$ cat config.mk
export PLATFORM = sky130hd
export DESIGN_NAME = mem_wb_pipe
export DESIGN_NICKNAME = d
export VERILOG_FILES = /design/src/rtl/mem_wb_pipe.sv
export SDC_FILE = /design/constraint.sdc
export NUM_CORES = 1
export LEC_CHECK = 0
export CAP_MARGIN = 20
export CORE_ASPECT_RATIO = 0.6
export CORE_MARGIN = 2
export CORE_UTILIZATION = 50
export DETAILED_ROUTE_END_ITERATION = 10
export DONT_BUFFER_PORTS = 1
export GPL_TIMING_DRIVEN = 0
export PLACE_DENSITY = 0.67
export SLEW_MARGIN = 30
export SYNTH_ARGS = -nofsm -noshare
export SYNTH_HDL_FRONTEND = slang
export SYNTH_SLANG_ARGS = --single-unit
$ cat constraint.sdc
create_clock -name clk -period 2.3 [get_ports clk]
set_input_delay 0.46 -clock clk [delete_from_list [all_inputs] [get_ports clk]]
set_output_delay 0.46 -clock clk [all_outputs]
set_load 0.02 [all_outputs]
$ cat src/rtl/mem_wb_pipe.sv
// MEM/WB pipeline register with valid/ready handshake, one-entry skid buffer,
// synchronous flush and a combinational writeback forwarding port.
module mem_wb_pipe #(
  parameter int DATA_W     = 32,
  parameter int REG_ADDR_W = 5,
  parameter int WB_CTRL_W  = 2
) (
  input  logic                  clk,
  input  logic                  reset,
  input  logic                  flush,
  input  logic                  in_valid,
  output logic                  in_ready,
  input  logic [WB_CTRL_W-1:0]  control_wb_in,
  input  logic [DATA_W-1:0]     read_data_in,
  input  logic [DATA_W-1:0]     ALU_result_in,
  input  logic [REG_ADDR_W-1:0] write_reg_in,
  output logic                  out_valid,
  input  logic                  out_ready,
  output logic [WB_CTRL_W-1:0]  mem_control_wb,
  output logic [DATA_W-1:0]     read_data,
  output logic [DATA_W-1:0]     mem_ALU_result,
  output logic [REG_ADDR_W-1:0] mem_write_reg,
  output logic                  fwd_en,
  output logic [REG_ADDR_W-1:0] fwd_reg,
  output logic [DATA_W-1:0]     fwd_value,
  output logic [1:0]            occupancy
);

  typedef enum logic [1:0] {EMPTY, ONE, TWO} state_t;

  state_t state, next_state;

  logic [WB_CTRL_W-1:0]  main_ctrl, skid_ctrl;
  logic [DATA_W-1:0]     main_rd, skid_rd;
  logic [DATA_W-1:0]     main_alu, skid_alu;
  logic [REG_ADDR_W-1:0] main_reg, skid_reg;

  logic in_fire, out_fire;
  logic load_main_in, load_main_skid, load_skid;

  assign in_ready  = (state != TWO);
  assign out_valid = (state != EMPTY);
  assign in_fire   = in_valid & in_ready;
  assign out_fire  = out_valid & out_ready;

  always_ff @(posedge clk or negedge reset) begin
    if (!reset) state <= EMPTY;
    else        state <= next_state;
  end

  // Flush overrides every transition and suppresses all slot loads.
  always_comb begin
    next_state     = state;
    load_main_in   = 1'b0;
    load_main_skid = 1'b0;
    load_skid      = 1'b0;
    case (state)
      EMPTY: begin
        if (in_fire) begin
          load_main_in = 1'b1;
          next_state   = ONE;
        end
      end
      ONE: begin
        if (in_fire && out_fire) begin
          load_main_in = 1'b1;
        end else if (out_fire) begin
          next_state = EMPTY;
        end else if (in_fire) begin
          load_skid  = 1'b1;
          next_state = TWO;
        end
      end
      TWO: begin
        if (out_ready) begin
          load_main_skid = 1'b1;
          next_state     = ONE;
        end
      end
      default: next_state = EMPTY;
    endcase
    if (flush) begin
      next_state     = EMPTY;
      load_main_in   = 1'b0;
      load_main_skid = 1'b0;
      load_skid      = 1'b0;
    end
  end

  always_ff @(posedge clk or negedge reset) begin
    if (!reset) begin
      main_ctrl <= '0;
      main_rd   <= '0;
      main_alu  <= '0;
      main_reg  <= '0;
    end else if (load_main_in) begin
      main_ctrl <= control_wb_in;
      main_rd   <= read_data_in;
      main_alu  <= ALU_result_in;
      main_reg  <= write_reg_in;
    end else if (load_main_skid) begin
      main_ctrl <= skid_ctrl;
      main_rd   <= skid_rd;
      main_alu  <= skid_alu;
      main_reg  <= skid_reg;
    end
  end

  always_ff @(posedge clk or negedge reset) begin
    if (!reset) begin
      skid_ctrl <= '0;
      skid_rd   <= '0;
      skid_alu  <= '0;
      skid_reg  <= '0;
    end else if (load_skid) begin
      skid_ctrl <= control_wb_in;
      skid_rd   <= read_data_in;
      skid_alu  <= ALU_result_in;
      skid_reg  <= write_reg_in;
    end
  end

  // Bubbles must never look like a register write downstream.
  assign mem_control_wb = out_valid ? main_ctrl : '0;
  assign read_data      = main_rd;
  assign mem_ALU_result = main_alu;
  assign mem_write_reg  = main_reg;

  assign fwd_en    = out_valid & main_ctrl[1] & (main_reg != '0);
  assign fwd_reg   = main_reg;
  assign fwd_value = main_ctrl[0] ? main_rd : main_alu;

  always_comb begin
    case (state)
      ONE:     occupancy = 2'd1;
      TWO:     occupancy = 2'd2;
      default: occupancy = 2'd0;
    endcase
  end

endmodule
==> results of run 1 <==
how the worst max path moves through the flow:
| stage | endpoint | slack, ps | cells past startpoint |
|---|---|---|---|
| 6_report | fwd_en | 90 | 3 |
| 3_3_place_gp | fwd_value[18] | 60 | 3 |
| 2_1_floorplan | mem_ALU_result[30]$_DFFE_PN0P_ | 490 | 5 |
| 5_1_grt | fwd_en | 20 | 3 |
| 3_5_place_dp | fwd_value[8] | 40 | 3 |
| 4_1_cts | fwd_value[8] | 10 | 2 |
per-layer routing:
metal  vias to the layer above  track usage, %  routed length (um)
li1                       1638               -                   -
met1                      1890           27.45                6548
met2                       141           31.05                6318
met3                        16           8.810                1274
met4                         0           5.607                 152
met5                         -               0                   0
timing repair:
item | 4_1_cts | 5_1_grt
gates resized for setup | 3 | 6
endpoints found under the hold margin | 144 | 144
endpoints found under the setup margin | 29 | 99
synth_stat cells:
master / instances / area [um^2]
sky130_fd_sc_hd__dfrtp_1: 144 / 3603
sky130_fd_sc_hd__mux2_1: 73 / 822.0
sky130_fd_sc_hd__buf_1: 2 / 7.510
sky130_fd_sc_hd__or2_2: 1 / 6.260
sky130_fd_sc_hd__a21oi_4: 1 / 16.27
sky130_fd_sc_hd__clkbuf_1: 3 / 11.26
sky130_fd_sc_hd__mux2_2: 170 / 1914
sky130_fd_sc_hd__buf_4: 5 / 37.54
sky130_fd_sc_hd__buf_6: 14 / 157.7
sky130_fd_sc_hd__nand2_2: 1 / 6.260
sky130_fd_sc_hd__o21ai_1: 1 / 5.000
sky130_fd_sc_hd__and2_1: 2 / 12.51
sky130_fd_sc_hd__nor2b_1: 2 / 12.51
sky130_fd_sc_hd__nor3_1: 1 / 5.000
sky130_fd_sc_hd__nor2_1: 1 / 3.750
sky130_fd_sc_hd__nor3b_2: 1 / 12.51
sky130_fd_sc_hd__a21oi_1: 3 / 15.01
sky130_fd_sc_hd__buf_2: 7 / 35.03
sky130_fd_sc_hd__inv_1: 1 / 3.750
sky130_fd_sc_hd__and3b_1: 1 / 8.760
sky130_fd_sc_hd__nand2b_1: 4 / 25.02
sky130_fd_sc_hd__o21a_1: 1 / 7.510
sky130_fd_sc_hd__mux2i_1: 2 / 20.02
sky130_fd_sc_hd__or4_1: 1 / 7.510
sky130_fd_sc_hd__nor2b_2: 1 / 8.760
through the flow:
stage                     util, %  setup slack (ps)  instance area [um^2]  std cells
after floorplan                 -             487.2                  6765        443
after global placement      53.63             60.88                  6978        613
after detailed placement    53.63             35.06                  6978        613
after CTS                   58.20             12.44                  7574        644
after global routing        58.31             16.98                  7587        644
final                       58.31             89.64                  7587        644
cell families after synthesis:
group / Yosys count
buffers and inverters: 32
AND/OR/NAND/NOR: 16
flip-flops: 144
multiplexers: 245
AO/OA/AOI/OAI: 6
power by group through the flow:
| stage | Clock, mW | Sequential [mW] | Combinational [mW] |
|---|---|---|---|
| floorplan | 0 | 4.46 | 2.15 |
| global placement | 0 | 4.66 | 2.35 |
| detailed placement | 0 | 4.71 | 2.41 |
| CTS | 2.83 | 4.69 | 2.40 |
| global route | 2.94 | 4.81 | 2.55 |
| finish | 2.75 | 4.69 | 2.37 |
final cells by class:
| cell class | count | share of cell area [%] |
|---|---|---|
| well taps | 170 | 2.803 |
| multi-input cells | 267 | 38.44 |
| clock buffers | 19 | 5.838 |
| plain buffers | 30 | 3.348 |
| clock inverters | 13 | 2.012 |
| flip-flops and latches | 144 | 47.51 |
| inverters | 1 | 0.04947 |
==> results, run 1 <==
- The critical path goes through or2_4 > and2_1 > o21a_1.
- TritonCTS built the clock tree.
- Across the VDD grid, the largest voltage drop is about 0.00070 V.
- The count of synthesis-stage warnings from yosys is 0.
- The startpoint identified for the worst register-to-register timing path is state[0]$_DFFE_PN0P_.
- The critical path is of the register to output port type.
- The congestion estimate from routability-driven global placement came to a little over 0.7.
- The number of antenna diodes is 0.
- The power share of the clock group is between 20 and 30%.
- The die footprint is between 10,000 and 15,000 um^2.
- The share of the clock period used by the worst path is roughly 96%.
- The tightest hold path in the finished design has a slack of -260.9 ps.
- In this design, the largest share of critical-path delay is due to simple AND/OR/NAND/NOR gates.
- Dividing the synthesized area by the synthesized cell count gives about 15 um^2.
- The number of global-route vias before repair came to slightly above 4,000.
- The multiplexer area fraction after synthesis is about two fifths.
- The remaining design rule violation count is 0.
- Counting along the longest clock path gives a buffer depth of 2.
- The hold violation total from the final report came to between 100 and 150.
- The synthesized netlist cell count is approximately 440.
- The routed length per placed instance is ~22 um.
- In this run, synthesis produced a sequential element count of around 140.
- Summed over all layers, the global routing overflow is 0.
- The number of buffers inserted during clock tree synthesis is 17.
- The footprint of the flip-flops and latches is between 3000 and 4000 um^2.
- The data required time at the worst endpoint is between 1500 and 2000 ps.
- From synthesis to final layout, the design area changed by 12.15%.
- The count of filler cells inserted in the layout is 1,005.
- The timing-limited maximum frequency is between 400 and 500 MHz.
- The total area of multi-input combinational cells is ~3000 um^2.
- Combinational logic is responsible for between 20% and 30% of the overall power.
- Counting distinct cell types in the post-synthesis netlist gives 25.
- After detailed routing, the number of vias per cell comes to approximately 5.7.
- The length of the first detailed-routing pass in iterations is 4.
- The initial DRC count is 161.
- The number of max-cap violations is 0.
- The count of standard-cell rows is 32.
- At the worst endpoint, the arrival time is 1750 ps.
- The proportion of layout cells with a drive suffix above 1 is between 40 and 50%.
- In this run the tightest slew margin relative to its limit is between 60 and 70%.
- The maximum number of pins on one net before global-route repair is ~150.
- The number of buffers added for setup after CTS is 0.
- In the layout the commonest cells are sky130_fd_sc_hd__mux2_2, sky130_fd_sc_hd__dfrtp_1, sky130_fd_sc_hd__mux2_1, sky130_fd_sc_hd__clkbuf_16, sky130_fd_sc_hd__buf_6.
- The synthesized netlist devotes 1.609% of its cell area to simple gates.
- In this run the cell area of the synthesized design comes to 6765 um^2.
- The initial cell density of the core is between 50% and 60%.
- The total number of clock tree sinks is ~140.
- The cell at the root of the clock tree is sky130_fd_sc_hd__clkbuf_16.
- Setup repair after global routing left no endpoint under its margin.
- Clock-pin slew was measured on the worst setup and hold paths at approximately 60 ps.
- The adder-cell area share of the yosys netlist is 0%.
- Leaving out fill and tap cells, the most frequent cell in the layout is sky130_fd_sc_hd__mux2_2.
- The slowest cell on the critical path is sky130_fd_sc_hd__dfrtp_1.
- The worst-skew pair later-pin latency is 410 ps.
- Port buffering added 0 buffers.
- Summing the areas of all compound-gate instances in the mapped netlist gives less than 1% of the synthesized area.
- The worst-path maximum fanout is 7.
- The detail route stage leaves a number of antenna-violating nets equal to 0.
- The boundary pin count is 189.
- The first global-routing pass estimated approximately 22 mm of wire.
- In this run switching power makes up 35.86% of total power.
- The number of nets in the synthesized netlist is between 500 and 600.
- The post-layout total power is 9.810 mW.
- The total internal power is approximately 6.3 mW.
- Setup violations remaining at the end of the flow were counted as 0.
- The run finished, with violations left.
- The kind of path behind the tightest hold check is primary input to asynchronous set/reset pin.
- The most critical setup path has its startpoint at state[0]$_DFFE_PN0P_.
- The worst setup path is launched from a register.
- The register area share after synthesis is around 53%.
- In this run the critical register-to-register path is captured at mem_ALU_result[20]$_DFFE_PN0P_.
- The die boundary width is 154.2 um.
- The measured slew at the worst slew-check pin is roughly 500 ps.
- The checks that failed: hold timing.
- STA classifies the critical path endpoint as an output port.
- On the final layout, the worst clock skew is 9.696 ps.
- Counting both buffers and inverters, the worst setup path holds a total of 0.
- The accumulated negative setup slack is 0 ps.
- The power per unit of standard cell area is between 1000 and 1500 nW/um^2.
- The post-DP HPWL is between 10 and 15 mm.
- The fraction of synthesized cell area in xor and xnor cells is 0%.
- The net load switching power is 3.518 mW.
- The count of H-tree levels built during CTS is 4.
- The number of slew-limit violations in the final report is 0.
- Counting I/O delays and the setup requirement, the final critical path takes around 2200 ps.
- The depth of the worst register-to-register path is 5.
- The longest individual stage delay on the worst path is around 500 ps.
- Registers are responsible for a little under half of the overall power.
- Across every metal layer, demand over resource in global routing totals 20.63%.
- The core region is approximately 13,000 um^2.
- The overall via count from detail_route is around 3,700.
- The net count of the finished layout is approximately 540.
- After synthesis, the largest family of logic cells by area is multiplexers.
- The total wire length is between 10 and 15 mm.
- The initial antenna violation count is 0.
- For this design the static power due to leakage is 3.324 nW.
- The die height is roughly 94 um.
- Across all register-to-register paths, the minimum setup slack is approximately 220 ps.
No activity file was read; power rests on OpenSTA's default activity.
==> run 2: changes to the inputs <==
--- a/config.mk
+++ b/config.mk
@@ -8,11 +8,11 @@
 export CAP_MARGIN = 20
 export CORE_ASPECT_RATIO = 0.6
 export CORE_MARGIN = 2
-export CORE_UTILIZATION = 50
+export CORE_UTILIZATION = 60
 export DETAILED_ROUTE_END_ITERATION = 10
 export DONT_BUFFER_PORTS = 1
 export GPL_TIMING_DRIVEN = 0
-export PLACE_DENSITY = 0.67
+export PLACE_DENSITY = 0.78
 export SLEW_MARGIN = 30
 export SYNTH_ARGS = -nofsm -noshare
 export SYNTH_HDL_FRONTEND = slang
==> run 2 against run 1 <==
Net effect:
- clock skew is 1.6 ps lower
- first-iteration DRC count fell by 42%
- flip-flop and latch count unchanged
- routed wire length shrank 0.43%
- fmax fell by 0.99%
- largest power group unchanged
- worst hold slack better by 8.0 ps
- clock power increased by 4%
- highest routed layer unchanged
- the run still ends with hold timing left
- register-to-register slack got worse by 100 ps
- utilization is 12 points higher
==> results, run 2 (synthesized netlist as in run 1, its figures left out) <==
- The timing-limited maximum frequency is 447.9 MHz (-0.99%).
- The number of global-route vias before repair was 4,059 (+0.79%).
- The post-DP HPWL is 10.04 mm (-0.14%).
- The number of buffers added for setup after CTS was 0 (unchanged).
- The longest individual stage delay on the worst path is 450 ps (-50 ps).
- The run finished, with violations left.
- The length of the first detailed-routing pass in iterations was 4 (unchanged).
- Leaving out fill and tap cells, the most frequent cell in the layout is sky130_fd_sc_hd__mux2_2.
- The proportion of layout cells with a drive suffix above 1 is 49.58% (-0.21 points).
- The type of the worst setup path is register to output port.
- The kind of cell with the highest combined delay on the critical path is simple AND/OR/NAND/NOR gates.
- The final cell count without fillers was 613 (-4.8%).
- On the critical path, the stage with the largest delay is an instance of sky130_fd_sc_hd__dfrtp_1.
- The worst-path maximum fanout is 7 (unchanged).
- The total wire length is 14.23 mm (-0.43%).
- The maximum clock path buffer count was 2 (unchanged).
- Setup repair after global routing left no endpoint under its margin.
- The initial cell density of the core is 62.78% (+11 points).
- The maximum number of pins on one net before global-route repair is 145 (unchanged).
- The routed length per placed instance is 23.22 um (+4.6%).
- The die boundary width came to 141.1 um (-8.5%).
- The relative max-transition margin is 66.53% (-1.0 points).
- The setup skew after layout is 8.118 ps (-1.578 ps).
- The start point of the critical path is state[0]$_DFFE_PN0P_.
- The final reports fail on hold timing.
- The clock input transition at the sequential cells of the worst setup and hold paths is 60 ps (about the same).
- The core area came to 10,780 um^2 (-17%).
- The critical path data arrival time came to 1770 ps (+20 ps).
- The count of standard-cell rows is 29 (-9.4%).
- The area after detailed placement is 6939 um^2 (-0.56%).
- The via density per instance came to 6.021 (+5.2%).
- The area of all placed cells without fillers came to 7567 um^2 (-0.26%).
- The number of max-cap violations is 0 (unchanged).
- The total grt overflow was 0 (unchanged).
- The residual antenna-violating net count after detailed routing came to 0 (unchanged).
- The worst slack at placement is 82.80 ps (+47.74 ps).
- The post-layout total power is 9.951 mW (+1.4%).
- The remaining design rule violation count is 0 (unchanged).
- The cell at the root of the clock tree is sky130_fd_sc_hd__clkbuf_16.
- The data required time at the worst endpoint is 1840 ps (about the same).
- The power per unit of standard cell area is 1315 nW/um^2 (+1.7%).
- The placer's final routability congestion estimate is 0.7166 (+0.41%).
- The number of buffers inserted during clock tree synthesis was 17 (unchanged).
- The count of buffers from port buffering is 0 (unchanged).
- The initial DRC count is 94 (-42%).
- The measured slew at the worst slew-check pin is 501.0 ps (+15.53 ps).
- The library cells used most frequently in the layout, excluding fill and tap cells, are sky130_fd_sc_hd__mux2_2, sky130_fd_sc_hd__dfrtp_1, sky130_fd_sc_hd__mux2_1, sky130_fd_sc_hd__clkbuf_16, sky130_fd_sc_hd__buf_6.
- The leakage power of the design is 3.351 nW (+0.80%).
- The share of the clock period used by the worst path is 97.07% (+0.96 points).
- The count of H-tree levels built during CTS is 4 (unchanged).
- The utilization after layout came to 70.22% (+12 points).
- The time the final worst path needs with I/O delays and setup came to 2233 ps (+22.16 ps).
- The overall via count from detail_route is 3,691 (+0.16%).
- The final setup violation count is 0 (unchanged).
- STA classifies the critical path endpoint as an output port.
- The largest voltage drop on the vdd net is 0.0007039 V (about the same).
- The instance count after placement with tap cells included is 582 (-5.1%).
- The hold slack is -252.9 ps (+8.033 ps).
- From synthesis to final layout, the design area changed by 11.86%.
- The number of buffer and inverter stages on the critical path is 0 (unchanged).
- The number of slew-limit violations in the final report is 0 (unchanged).
- The worst-skew pair later-pin latency was 400 ps (about the same).
- The boundary pin count came to 189 (unchanged).
- The number of antenna diodes came to 0 (unchanged).
- The global routing usage summed across all routing layers is 24.40% (+3.8 points).
- The accumulated negative setup slack is 0 ps (unchanged).
- The clock tree from TritonCTS is yes.
- The net count of the finished layout was 537 (unchanged).
- The total number of clock tree sinks is 144 (unchanged).
- The kind of path behind the tightest hold check is primary input to asynchronous set/reset pin.
- The global-route wire length before repair came to 22.25 mm (-0.95%).
- The die footprint is 12,170 um^2 (-16%).
- The final setup slack of the worst path is 67.48 ps (-22.16 ps).
- The die height is 86.25 um (-8.3%).
- The initial antenna violation count is 0 (unchanged).
- The startpoint identified for the worst register-to-register timing path is state[1]$_DFFE_PN0P_.
- STA classifies the critical path startpoint as a register.
- The critical path goes through or2_2 > and2_2 > o21a_1.
- The count of filler cells inserted in the layout is 725 (-28%).
- The hold violation total from the final report came to 144 (unchanged).
## run 2: cell types whose count changed in the layout (fill, tap and decap cells not counted), sizes merged
| cell | previous run | this run |
|---|---|---|
| buf | 27 | 28 |
| inv | 5 | 2 |
| bufinv | 2 | 3 |
| clkinv | 4 | 3 |
| clkinvlp | 3 | 1 |
| clkbuf | 22 | 26 |
## run 2: repair_timing
item | in CTS | in global routing
endpoints found under the hold margin | 144 | 144
endpoints found under the setup margin | 29 | 1
gates cloned | 0 | 0
gates resized for setup | 3 | 1
## run 2: cell type report
type / count / area, um^2 / share of cell area [%]
buffer: 30 / 249.0 / 3.290
clock buffer: 24 / 501.7 / 6.630
clock inverter: 8 / 125.1 / 1.653
inverter: 1 / 3.754 / 0.04960
multi-input combinational: 267 / 2910 / 38.46
sequential: 144 / 3603 / 47.62
tap: 139 / 173.9 / 2.298
## run 2: metal layers
| layer | GRT usage, % | up-vias | wire (um) |
|---|---|---|---|
| met3 | 9.503 | 12 | 1075 |
| met1 | 32.25 | 1911 | 6449 |
| li1 | - | 1628 | - |
| met5 | 0 | - | 0 |
| met4 | 6.182 | 0 | 139 |
| met2 | 38.53 | 140 | 6569 |
## run 2: final timing paths
check / to / slack (ps) / cells after the start
min in group clk: state[0]$_DFFE_PN0P_ / 110 / 1
worst min register to register: skid_alu[28]$_DFFE_PN0P_ / 490 / 1
worst max register to register: mem_ALU_result[17]$_DFFE_PN0P_ / 120 / 5
max in group asynchronous: state[1]$_DFFE_PN0P_ / 2340 / 0
worst max-delay path: fwd_en / 70 / 3
worst min-delay path: mem_ALU_result[21]$_DFFE_PN0P_ / -250 / 0
## run 2: where the power goes
group | total, mW | switching [mW] | internal [mW] | leakage [nW]
clock network | 2.86 | 1.00 | 1.85 | 0.307
registers | 4.71 | 1.32 | 3.39 | 1.76
logic | 2.39 | 1.14 | 1.25 | 1.28
total | 9.95 | 3.46 | 6.49 | 3.35
